===== config.mk =====
export PLATFORM = sky130hd
export DESIGN_NAME = tcam_match_sequencer_flat
export DESIGN_NICKNAME = d
export VERILOG_FILES = /design/src/rtl/tcam_match_sequencer_if.sv /design/src/rtl/tcam_match_sequencer.sv /design/src/flat_wrapper.sv
export SDC_FILE = /design/constraint.sdc
export NUM_CORES = 1
export LEC_CHECK = 0
export BUFFER_PORTS_ARGS = -buffer_cell sky130_fd_sc_hd__clkbuf_2
export CAP_MARGIN = 25
export CORE_ASPECT_RATIO = 0.7
export CORE_MARGIN = 1
export CORE_UTILIZATION = 30
export CTS_CLUSTER_SIZE = 16
export DETAILED_ROUTE_END_ITERATION = 7
export PLACE_DENSITY = 0.5
export SLEW_MARGIN = 20
export SYNTH_ARGS = -nofsm -noshare
export SYNTH_HDL_FRONTEND = slang
export SYNTH_SLANG_ARGS = --single-unit

===== constraint.sdc =====
create_clock -name clk -period 9.2 [get_ports clk]
set_input_delay 1.84 -clock clk [delete_from_list [all_inputs] [get_ports clk]]
set_output_delay 1.84 -clock clk [all_outputs]
set_load 0.01 [all_outputs]

===== src/rtl/tcam_match_sequencer_if.sv =====
// Handshake bundle between a TCAM search front end and the multi-match sequencer.
// out_count exists only when MATCH_COUNT_EN is defined.
interface tcam_match_sequencer_if #(
    parameter int K = 256
);
    localparam int AW = $clog2(K);

    logic          in_valid;
    logic          in_ready;
    logic [0:K-1]  ma;
    logic          first_only;
    logic          flush;
    logic          out_valid;
    logic          out_ready;
    logic [AW-1:0] out_addr;
    logic          out_last;
    logic          out_miss;
`ifdef MATCH_COUNT_EN
    logic [AW:0]   out_count;
`endif

    // master drives searches and consumes beats; slave is the sequencer
    modport master (
        output in_valid, ma, first_only, flush, out_ready,
        input  in_ready, out_valid, out_addr, out_last, out_miss
`ifdef MATCH_COUNT_EN
        , input out_count
`endif
    );

    modport slave (
        input  in_valid, ma, first_only, flush, out_ready,
        output in_ready, out_valid, out_addr, out_last, out_miss
`ifdef MATCH_COUNT_EN
        , output out_count
`endif
    );
endinterface


===== src/rtl/tcam_match_sequencer.sv =====
// Walks every set bit of a captured TCAM match vector in ascending index order.
// Optional MATCH_COUNT_EN adds out_count, the popcount of the captured vector.
module tcam_match_sequencer #(
    parameter int K = 256
) (
    input logic                   clk,
    input logic                   rst,
    tcam_match_sequencer_if.slave bus
);
    localparam int AW = $clog2(K);

    typedef enum logic {IDLE, EMIT} state_t;

    state_t        state;
    logic [0:K-1]  pending;
    logic [0:K-1]  rest;
    logic          fo_q;
    logic [AW-1:0] enc;
    logic          emit;
    logic          last;
    logic          fire;

    // NOTE: every always_comb output gets a default before the loop so no latch is inferred.
    always_comb begin
        enc = '0;
        for (int i = K - 1; i >= 0; i--) begin
            if (pending[i]) enc = AW'(i);
        end
    end

    // x & (x-1) is zero exactly when at most one bit of x is set
    assign rest = pending & (pending - K'(1));
    assign emit = (state == EMIT) && !rst;
    assign last = emit && ((rest == '0) || fo_q);
    assign fire = emit && bus.out_ready;

    assign bus.in_ready  = (state == IDLE) && !rst;
    assign bus.out_valid = emit;
    assign bus.out_addr  = emit ? enc : '0;
    assign bus.out_last  = last;
    assign bus.out_miss  = emit && (pending == '0);

    // NOTE: sequential state uses non-blocking assignments only, so every flop sees pre-edge values.
    always_ff @(posedge clk) begin
        if (rst) begin
            state   <= IDLE;
            pending <= '0;
            fo_q    <= 1'b0;
        end else if (bus.flush) begin
            state   <= IDLE;
            pending <= '0;
        end else begin
            case (state)
                IDLE: begin
                    if (bus.in_valid) begin
                        pending <= bus.ma;
                        fo_q    <= bus.first_only;
                        state   <= EMIT;
                    end
                end
                EMIT: begin
                    if (fire) begin
                        if (last) begin
                            pending <= '0;
                            state   <= IDLE;
                        end else begin
                            pending[enc] <= 1'b0;
                        end
                    end
                end
                default: state <= IDLE;
            endcase
        end
    end

`ifdef MATCH_COUNT_EN
    logic [AW:0] popcnt;
    logic [AW:0] count_q;

    always_comb begin
        popcnt = '0;
        for (int i = 0; i < K; i++) begin
            popcnt = popcnt + (AW + 1)'(bus.ma[i]);
        end
    end

    // loaded only on an accepted capture so it stays constant for the whole walk
    always_ff @(posedge clk) begin
        if (rst) begin
            count_q <= '0;
        end else if (!bus.flush && state == IDLE && bus.in_valid) begin
            count_q <= popcnt;
        end
    end

    assign bus.out_count = count_q;
`endif
endmodule

===== src/flat_wrapper.sv =====
// flat-port wrapper written by rule: the top's interface ports become plain ports
module tcam_match_sequencer_flat 
#(
    parameter int K = 256
)
  (clk, rst, bus_in_valid, bus_ma, bus_first_only, bus_flush, bus_out_ready, bus_in_ready, bus_out_valid, bus_out_addr, bus_out_last, bus_out_miss);
  tcam_match_sequencer_if #(.K(K)) bus_i ();
  input logic clk;
  input logic rst;
  input wire logic [$bits(bus_i.in_valid)-1:0] bus_in_valid;
  input wire logic [$bits(bus_i.ma)-1:0] bus_ma;
  input wire logic [$bits(bus_i.first_only)-1:0] bus_first_only;
  input wire logic [$bits(bus_i.flush)-1:0] bus_flush;
  input wire logic [$bits(bus_i.out_ready)-1:0] bus_out_ready;
  output wire logic [$bits(bus_i.in_ready)-1:0] bus_in_ready;
  output wire logic [$bits(bus_i.out_valid)-1:0] bus_out_valid;
  output wire logic [$bits(bus_i.out_addr)-1:0] bus_out_addr;
  output wire logic [$bits(bus_i.out_last)-1:0] bus_out_last;
  output wire logic [$bits(bus_i.out_miss)-1:0] bus_out_miss;
  assign bus_i.in_valid = bus_in_valid;
  assign bus_i.ma = bus_ma;
  assign bus_i.first_only = bus_first_only;
  assign bus_i.flush = bus_flush;
  assign bus_i.out_ready = bus_out_ready;
  assign bus_in_ready = bus_i.in_ready;
  assign bus_out_valid = bus_i.out_valid;
  assign bus_out_addr = bus_i.out_addr;
  assign bus_out_last = bus_i.out_last;
  assign bus_out_miss = bus_i.out_miss;
  tcam_match_sequencer #(.K(K)) u_core (.clk(clk), .rst(rst), .bus(bus_i));
endmodule

==> impl_metrics.json, run 1 <==
{
  "status": "complete, no violations",
  "grt_pass1_wl_um": 176000,
  "whs_endpoint": "u_core.fo_q",
  "finalCriticalPeriod_ns": 8.233,
  "p_int_uw": 2220,
  "dr.pass1.iters": 8,
  "vdd_ir_drop_max_mv": 0.1121,
  "tns_ns": 0,
  "area_growth_pct": 12.03,
  "routed-via-count": 27190,
  "numPortBuffers": 273,
  "first_global_vias": 24230,
  "cap_viol_max_count": 0,
  "r2r_end": "u_core.pending[56]",
  "syn_inst": 3215,
  "cp_common_cell": "nand4_1",
  "crit_chain": "nor4_1, nand4_1, nor4_2, nand2_1, buf_4, o41ai_1, nand4_1, a2111oi_0, o2111ai_1, nor2_1, nand4_1, nand2_1, clkbuf_2",
  "io_pins": 274,
  "grt.total_usage_pct": 32.54,
  "final_max_slew_viol_count": 0,
  "coreArea_um2": 70030,
  "r2r_cells": 14,
  "place_congestion": 1.084,
  "cts-root-buf": "clkbuf_16",
  "switching_share_pct": 43.28,
  "via_per_inst": 6.493,
  "drt_wl_total_um": 122500,
  "ctsHoldBuffers": 0,
  "fp.dieH_um": 225.0,
  "top_layer": "met5",
  "fp.dieW_um": 320.6,
  "seq_area_frac_synth_pct": 24.24,
  "clkTransAtPathRegs_ns": 0.06,
  "ys_ff_latch": 258,
  "critPathMaxStageDelay_ns": 0.84,
  "die_area_um2": 72130,
  "synth-edff-count": 0,
  "pwr-share-clk_pct": 30.8,
  "hold_path.class": "flip-flop to flip-flop",
  "start_kind": "flip-flop",
  "worst_pin_slew_ns": 1.070,
  "report.power.total_uw": 3914,
  "end_kind": "output pin",
  "reg2reg_from": "u_core.pending[190]",
  "slowest_stage": "nor4_1",
  "crit_type": "flip-flop to output pin",
  "dr_wl_met3_um": 12260,
  "cts_max_level": 1,
  "p_per_area_nw_per_um2": 163.9,
  "clock_latency_ns": 0.62,
  "rsz0062_at_grt": "false",
  "wl_per_cell_um": 29.25,
  "fin_crit_sh_pct": 89.49,
  "nFillCells": 7794,
  "hold_violations": 0,
  "multi_input_area_um2": 14330,
  "wl_met1_um": 57340,
  "synthFlopType": "dfxtp_1",
  "cts_max_path_buffers": 3,
  "layout_setup_ws_ns": 0.9670,
  "relSlewSlack_pct": 27.76,
  "fin_skew_ns": 0.03449,
  "placementRows": 81,
  "setup_violations": 0,
  "rrSetupSlack_ns": 2.42,
  "async_flop_share_pct": 0,
  "grt_max_degree": 143,
  "mostFrequentLayoutCells": "o21ai_0 (413), a21oi_1 (303), clkbuf_2 (274), dfxtp_1 (258), nand2_1 (226)",
  "syn_area_per_cell_um2": 6.629,
  "pwr-share-seq_pct": 32.5,
  "drive_gt1_share_pct": 13.43,
  "ant_nets": 0,
  "max_freq_mhz": 121.5,
  "hold_path.startpoint": "u_core.fo_q",
  "layout_commonest_cell": "o21ai_0",
  "whs_path_depth": 2,
  "crit_fanout": 38,
  "clock_sinks": 258,
  "fin_nets": 3474,
  "cp_data_arrival_time_ns": 6.39,
  "grt_remaining_overflow": 0,
  "start_util_pct": 30.43,
  "drt_iter0_markers": 3944,
  "cts_setup_buffers": 0,
  "netlist_area_um2": 21310,
  "cts_tree": "done",
  "seqCellArea_um2": 5165,
  "grt_antenna_before_repair": 12,
  "synth_cell_types": 78,
  "combPwrFrac_pct": 36.7,
  "cts_made_buffers": 28,
  "post-place-ws_ns": 1.848,
  "postCtsResizedCells": 0,
  "syn_nets": 3477,
  "met2_length_um": 49730,
  "p_sw_uw": 1694,
  "drc": 0,
  "cp.required_ns": 7.36,
  "dpl.hpwl_um": 92450,
  "yosysWarnings": 0,
  "total_leakage_power_uw": 0.008774
}
==> stage by stage <==
step | hold WS [ns] | area [um2] | std cells | utilization, %
floorplan | 0.4740 | 21310 | 3215 | -
global placement | 0.5439 | 22880 | 4130 | 32.67
detailed placement | 0.5411 | 22890 | 4131 | 32.69
CTS | 0.5532 | 23820 | 4181 | 34.01
global route | 0.5898 | 23870 | 4186 | 34.09
finish | 0.5484 | 23880 | 4188 | 34.09
==> layer usage <==
metal  GRT usage (%)  vias to the layer above
met5               0                        -
met4           8.180                        2
met3           6.479                      151
met2           46.15                     1541
met1           49.16                    13280
li1                -                    12220
==> cells in the mapped netlist, types with 9 or more instances <==
master	n	area, um2
a211oi_1	22	165.2
nand4_1	72	450.4
a31oi_1	41	256.5
o21ai_0	413	2067
a22oi_1	47	352.8
o21bai_1	13	97.59
a21oi_1	304	1521
o21a_1	12	90.09
o41ai_1	30	262.8
o31ai_1	43	322.8
nor3_1	97	485.5
nand2_1	226	848.3
a21o_1	9	67.56
or4_1	36	270.3
nor2b_1	21	131.4
nor2_1	215	807.0
o32ai_1	13	113.9
clkbuf_1	332	1246
a2111oi_0	17	148.9
nand3_1	79	395.4
buf_2	16	80.08
and4_1	9	78.83
and3_1	198	1239
and2_1	11	68.82
o211ai_1	15	112.6
or3_1	22	137.6
o31a_1	10	87.58
nand2b_1	23	143.9
o2111ai_1	17	148.9
or2_2	21	131.4
nor4_1	122	763.2
o22ai_1	202	1264
a221oi_1	10	87.58
inv_1	103	386.6
nand4b_1	11	96.34
buf_8	10	150.1
dfxtp_1	258	5165
==> power by group through the flow <==
stage	clock network (uW)	logic, uW	registers, uW
3_5_place_dp	0	1370	1290
2_1_floorplan	0	783	1200
6_report	1210	1440	1270
4_1_cts	1220	1380	1260
3_3_place_gp	0	1380	1290
5_1_grt	1260	1490	1280
==> cells by family after synthesis <==
family / after synthesis / synth area share [%]
compound gates: 1284 / 36.55
buf+inv: 471 / 9.029
simple gates: 1200 / 30.09
flops: 258 / 24.24
fa+ha+maj: 2 / 0.09394
==> flip-flops by register name, indices dropped and copies added (netlist names) <==
register	cells
u_core.pending	256
u_core.fo_q	1
u_core.state	1
==> worst max path at each step <==
stage / slack (ns) / from / depth (start not counted) / to
6_report: 0.97 / u_core.pending[206] / 13 / bus_out_last
5_1_grt: 0.83 / u_core.pending[207] / 13 / bus_out_last
4_1_cts: 1.20 / u_core.pending[207] / 13 / bus_out_last
3_5_place_dp: 1.85 / u_core.pending[207] / 13 / bus_out_last
3_3_place_gp: 1.76 / u_core.pending[190] / 13 / bus_out_last
2_1_floorplan: 3.30 / u_core.pending[190] / 14 / bus_out_last
==> worst max-delay path: cells and delay by family (launching register included) <==
family                 cells  cell delay [ns]
buffers and inverters      2             0.46
AOI/OAI and AO/OA          3             1.70
and+or+nand+nor            8             3.19
DFF                        1             0.42
==> layout make-up <==
class                   instances  share of cell area [%]
clock buffers                  41                   3.391
well taps                     954                   4.999
diodes                          2                 0.02096
clock inverters                 9                  0.4874
flip-flops and latches        258                   21.63
inverters                     104                   1.646
multi-input cells            2486                   60.00
repair buffers                334                   7.819
Power figures use the tool's default switching activity.
==> inputs of run 2 (changes only) <==
==> constraint.sdc (replaced) <==
create_clock -name clk -period 9.2 [get_ports clk]
set_input_delay 1.84 -clock clk [delete_from_list [all_inputs] [get_ports clk]]
set_output_delay 1.84 -clock clk [all_outputs]
set_load 0.02 [all_outputs]
==> run 2 against run 1 <==
  * Global-route usage down 0.20 points
  * Utilization increased by 0.095 points
  * Combinational power hardly changed
  * Clock power is essentially flat
  * Non-clock buffer count is 5 higher
  * First-iteration DRC count decreased by 15%
  * Largest cell class unchanged
==> impl_metrics.json, run 2 (synthesis gave the netlist of run 1 again) <==
{
  "regMostFlops": "u_core.pending",
  "grt_pass1_wl_um": 173600,
  "startpoint": "u_core.pending[190]",
  "routed-via-count": 26870,
  "coreArea_um2": 70030,
  "hold_path.class": "flip-flop to flip-flop",
  "switching_share_pct": 42.93,
  "cts_max_path_buffers": 3,
  "top_layer": "met5",
  "cts_max_level": 1,
  "reg2reg_from": "u_core.pending[190]",
  "drt_iter0_markers": 3354,
  "pwr-share-clk_pct": 31.5,
  "wl_per_cell_um": 28.97,
  "critPathMaxStageDelay_ns": 0.78,
  "area_growth_pct": 12.34,
  "tns_ns": 0,
  "critical-path-top-delay-family": "simple AND/OR/NAND/NOR gates",
  "start_util_pct": 30.43,
  "p_per_area_nw_per_um2": 164.9,
  "dr.pass1.iters": 6,
  "worstSetupPathDepth": 12,
  "numPortBuffers": 273,
  "vdd_ir_drop_max_mv": 0.1492,
  "drt_wl_total_um": 121600,
  "fin_crit_sh_pct": 88.47,
  "multi_input_area_um2": 14320,
  "fin_skew_ns": 0.02909,
  "p_sw_uw": 1695,
  "finalNonFillerCells": 4196,
  "start_kind": "flip-flop",
  "dpl.cell_count": 4139,
  "dr_wl_met3_um": 13850,
  "finalCriticalPeriod_ns": 8.139,
  "cp_data_arrival_time_ns": 6.30,
  "largest_register_ffs": 256,
  "end_kind": "output pin",
  "setup_violations": 0,
  "seqCellArea_um2": 5165,
  "final_max_slew_viol_count": 0,
  "postCtsResizedCells": 0,
  "status": "complete, no violations",
  "wl_met1_um": 55400,
  "placementRows": 81,
  "max_freq_mhz": 122.9,
  "largest_registers": "u_core.pending x256, u_core.fo_q x1, u_core.state x1",
  "clock_sinks": 258,
  "cts_setup_buffers": 0,
  "slowest_stage": "nand4_1",
  "cp.required_ns": 7.36,
  "layout_commonest_cell": "o21ai_0",
  "clock_latency_ns": 0.62,
  "clkTransAtPathRegs_ns": 0.06,
  "cts_made_buffers": 28,
  "grt.total_usage_pct": 32.34,
  "rsz0062_at_grt": "false",
  "p_int_uw": 2253,
  "via_per_inst": 6.403,
  "r2r_end": "u_core.pending[91]",
  "post-place-ws_ns": 1.814,
  "total_leakage_power_uw": 0.008800,
  "first_global_vias": 23780,
  "post_dp_cell_area_um2": 22940,
  "fp.dieW_um": 320.6,
  "mostFrequentLayoutCells": "o21ai_0 (413), a21oi_1 (303), clkbuf_2 (274), dfxtp_1 (258), nand2_1 (226)",
  "nFillCells": 7836,
  "relSlewSlack_pct": 25.92,
  "cts-root-buf": "clkbuf_16",
  "pwr-share-seq_pct": 32.1,
  "dpl.hpwl_um": 92770,
  "hold_violations": 0,
  "grt_remaining_overflow": 0,
  "critPathBufInv": 1,
  "fin_area_um2": 23940,
  "worst_pin_slew_ns": 1.111,
  "grt_antenna_before_repair": 14,
  "drc": 0,
  "met2_length_um": 48330,
  "layout_setup_ws_ns": 1.061,
  "cap_viol_max_count": 0,
  "cts_tree": "done",
  "cp_common_cell": "nand4_1",
  "rrSetupSlack_ns": 2.43,
  "ctsHoldBuffers": 0,
  "drive_gt1_share_pct": 13.74,
  "io_pins": 274,
  "crit_fanout": 11,
  "fp.dieH_um": 225.0,
  "ant_nets": 0,
  "r2r_cells": 14,
  "crit_type": "flip-flop to output pin",
  "endpoint": "bus_out_last",
  "combPwrFrac_pct": 36.4,
  "crit_chain": "or4_1, or4_4, nor4_1, nand4_1, o31ai_1, o211ai_1, nand4b_1, or4b_1, nor4_2, nand4_1, nand2_1, clkbuf_2",
  "fin_nets": 3479,
  "grt_max_degree": 143,
  "die_area_um2": 72130,
  "place_congestion": 1.095
}
## run 2: changes by cell type in the layout (fill, tap and decap cells not counted), moves of 2 or more
| cell | before | now |
|---|---|---|
| buf_4 | 53 | 61 |
| clkinvlp_4 | 1 | 3 |
| diode_2 | 2 | 4 |
| clkbuf_1 | 7 | 2 |
## run 2: routing by layer
| metal | GRT usage [%] | vias to the layer above |
|---|---|---|
| met2 | 45.00 | 1493 |
| met4 | 9.785 | 6 |
| li1 | - | 12230 |
| met3 | 9.346 | 190 |
| met1 | 47.15 | 12950 |
| met5 | 0 | - |
## run 2: tightest hold or removal path: cells and delay by family (launching register included)
kind            cells  cell delay (ns)
compound gates      2             0.15
flops               1             0.35
## run 2: per-stage QoR
stage | hold WS [ns] | util, % | power, uW
final | 0.5484 | 34.19 | 3948
after global routing | 0.6087 | 34.17 | 4064
after CTS | 0.5433 | 34.15 | 3897
after detailed placement | 0.5315 | 32.76 | 2661
after global placement | 0.5424 | 32.73 | 2670
after floorplan | 0.4740 | - | 1983
## run 2: area by class of cell
| class | count | share of cell area (%) |
|---|---|---|
| Tap cell | 954 | 4.986 |
| Inverter | 104 | 1.641 |
| Sequential cell | 258 | 21.57 |
| Antenna cell | 4 | 0.04181 |
| Clock buffer | 36 | 3.303 |
| Timing Repair Buffer | 339 | 7.865 |
| Multi-Input combinational cell | 2486 | 59.82 |
| Clock inverter | 15 | 0.7682 |
## run 2: worst min path at each step
stage                     start          end  slack (ns)  cells past startpoint
finish              u_core.fo_q  u_core.fo_q        0.55                      2
floorplan           u_core.fo_q  u_core.fo_q        0.47                      2
global route        u_core.fo_q  u_core.fo_q        0.61                      2
CTS                 u_core.fo_q  u_core.fo_q        0.54                      2
global placement    u_core.fo_q  u_core.fo_q        0.54                      2
detailed placement  u_core.fo_q  u_core.fo_q        0.53                      2
## run 2: power by group through the flow
stage	Sequential, uW	Clock (uW)	Combinational, uW
detailed placement	1290	0	1370
global placement	1290	0	1380
finish	1270	1240	1440
global route	1270	1300	1500
floorplan	1200	0	784
CTS	1260	1260	1380
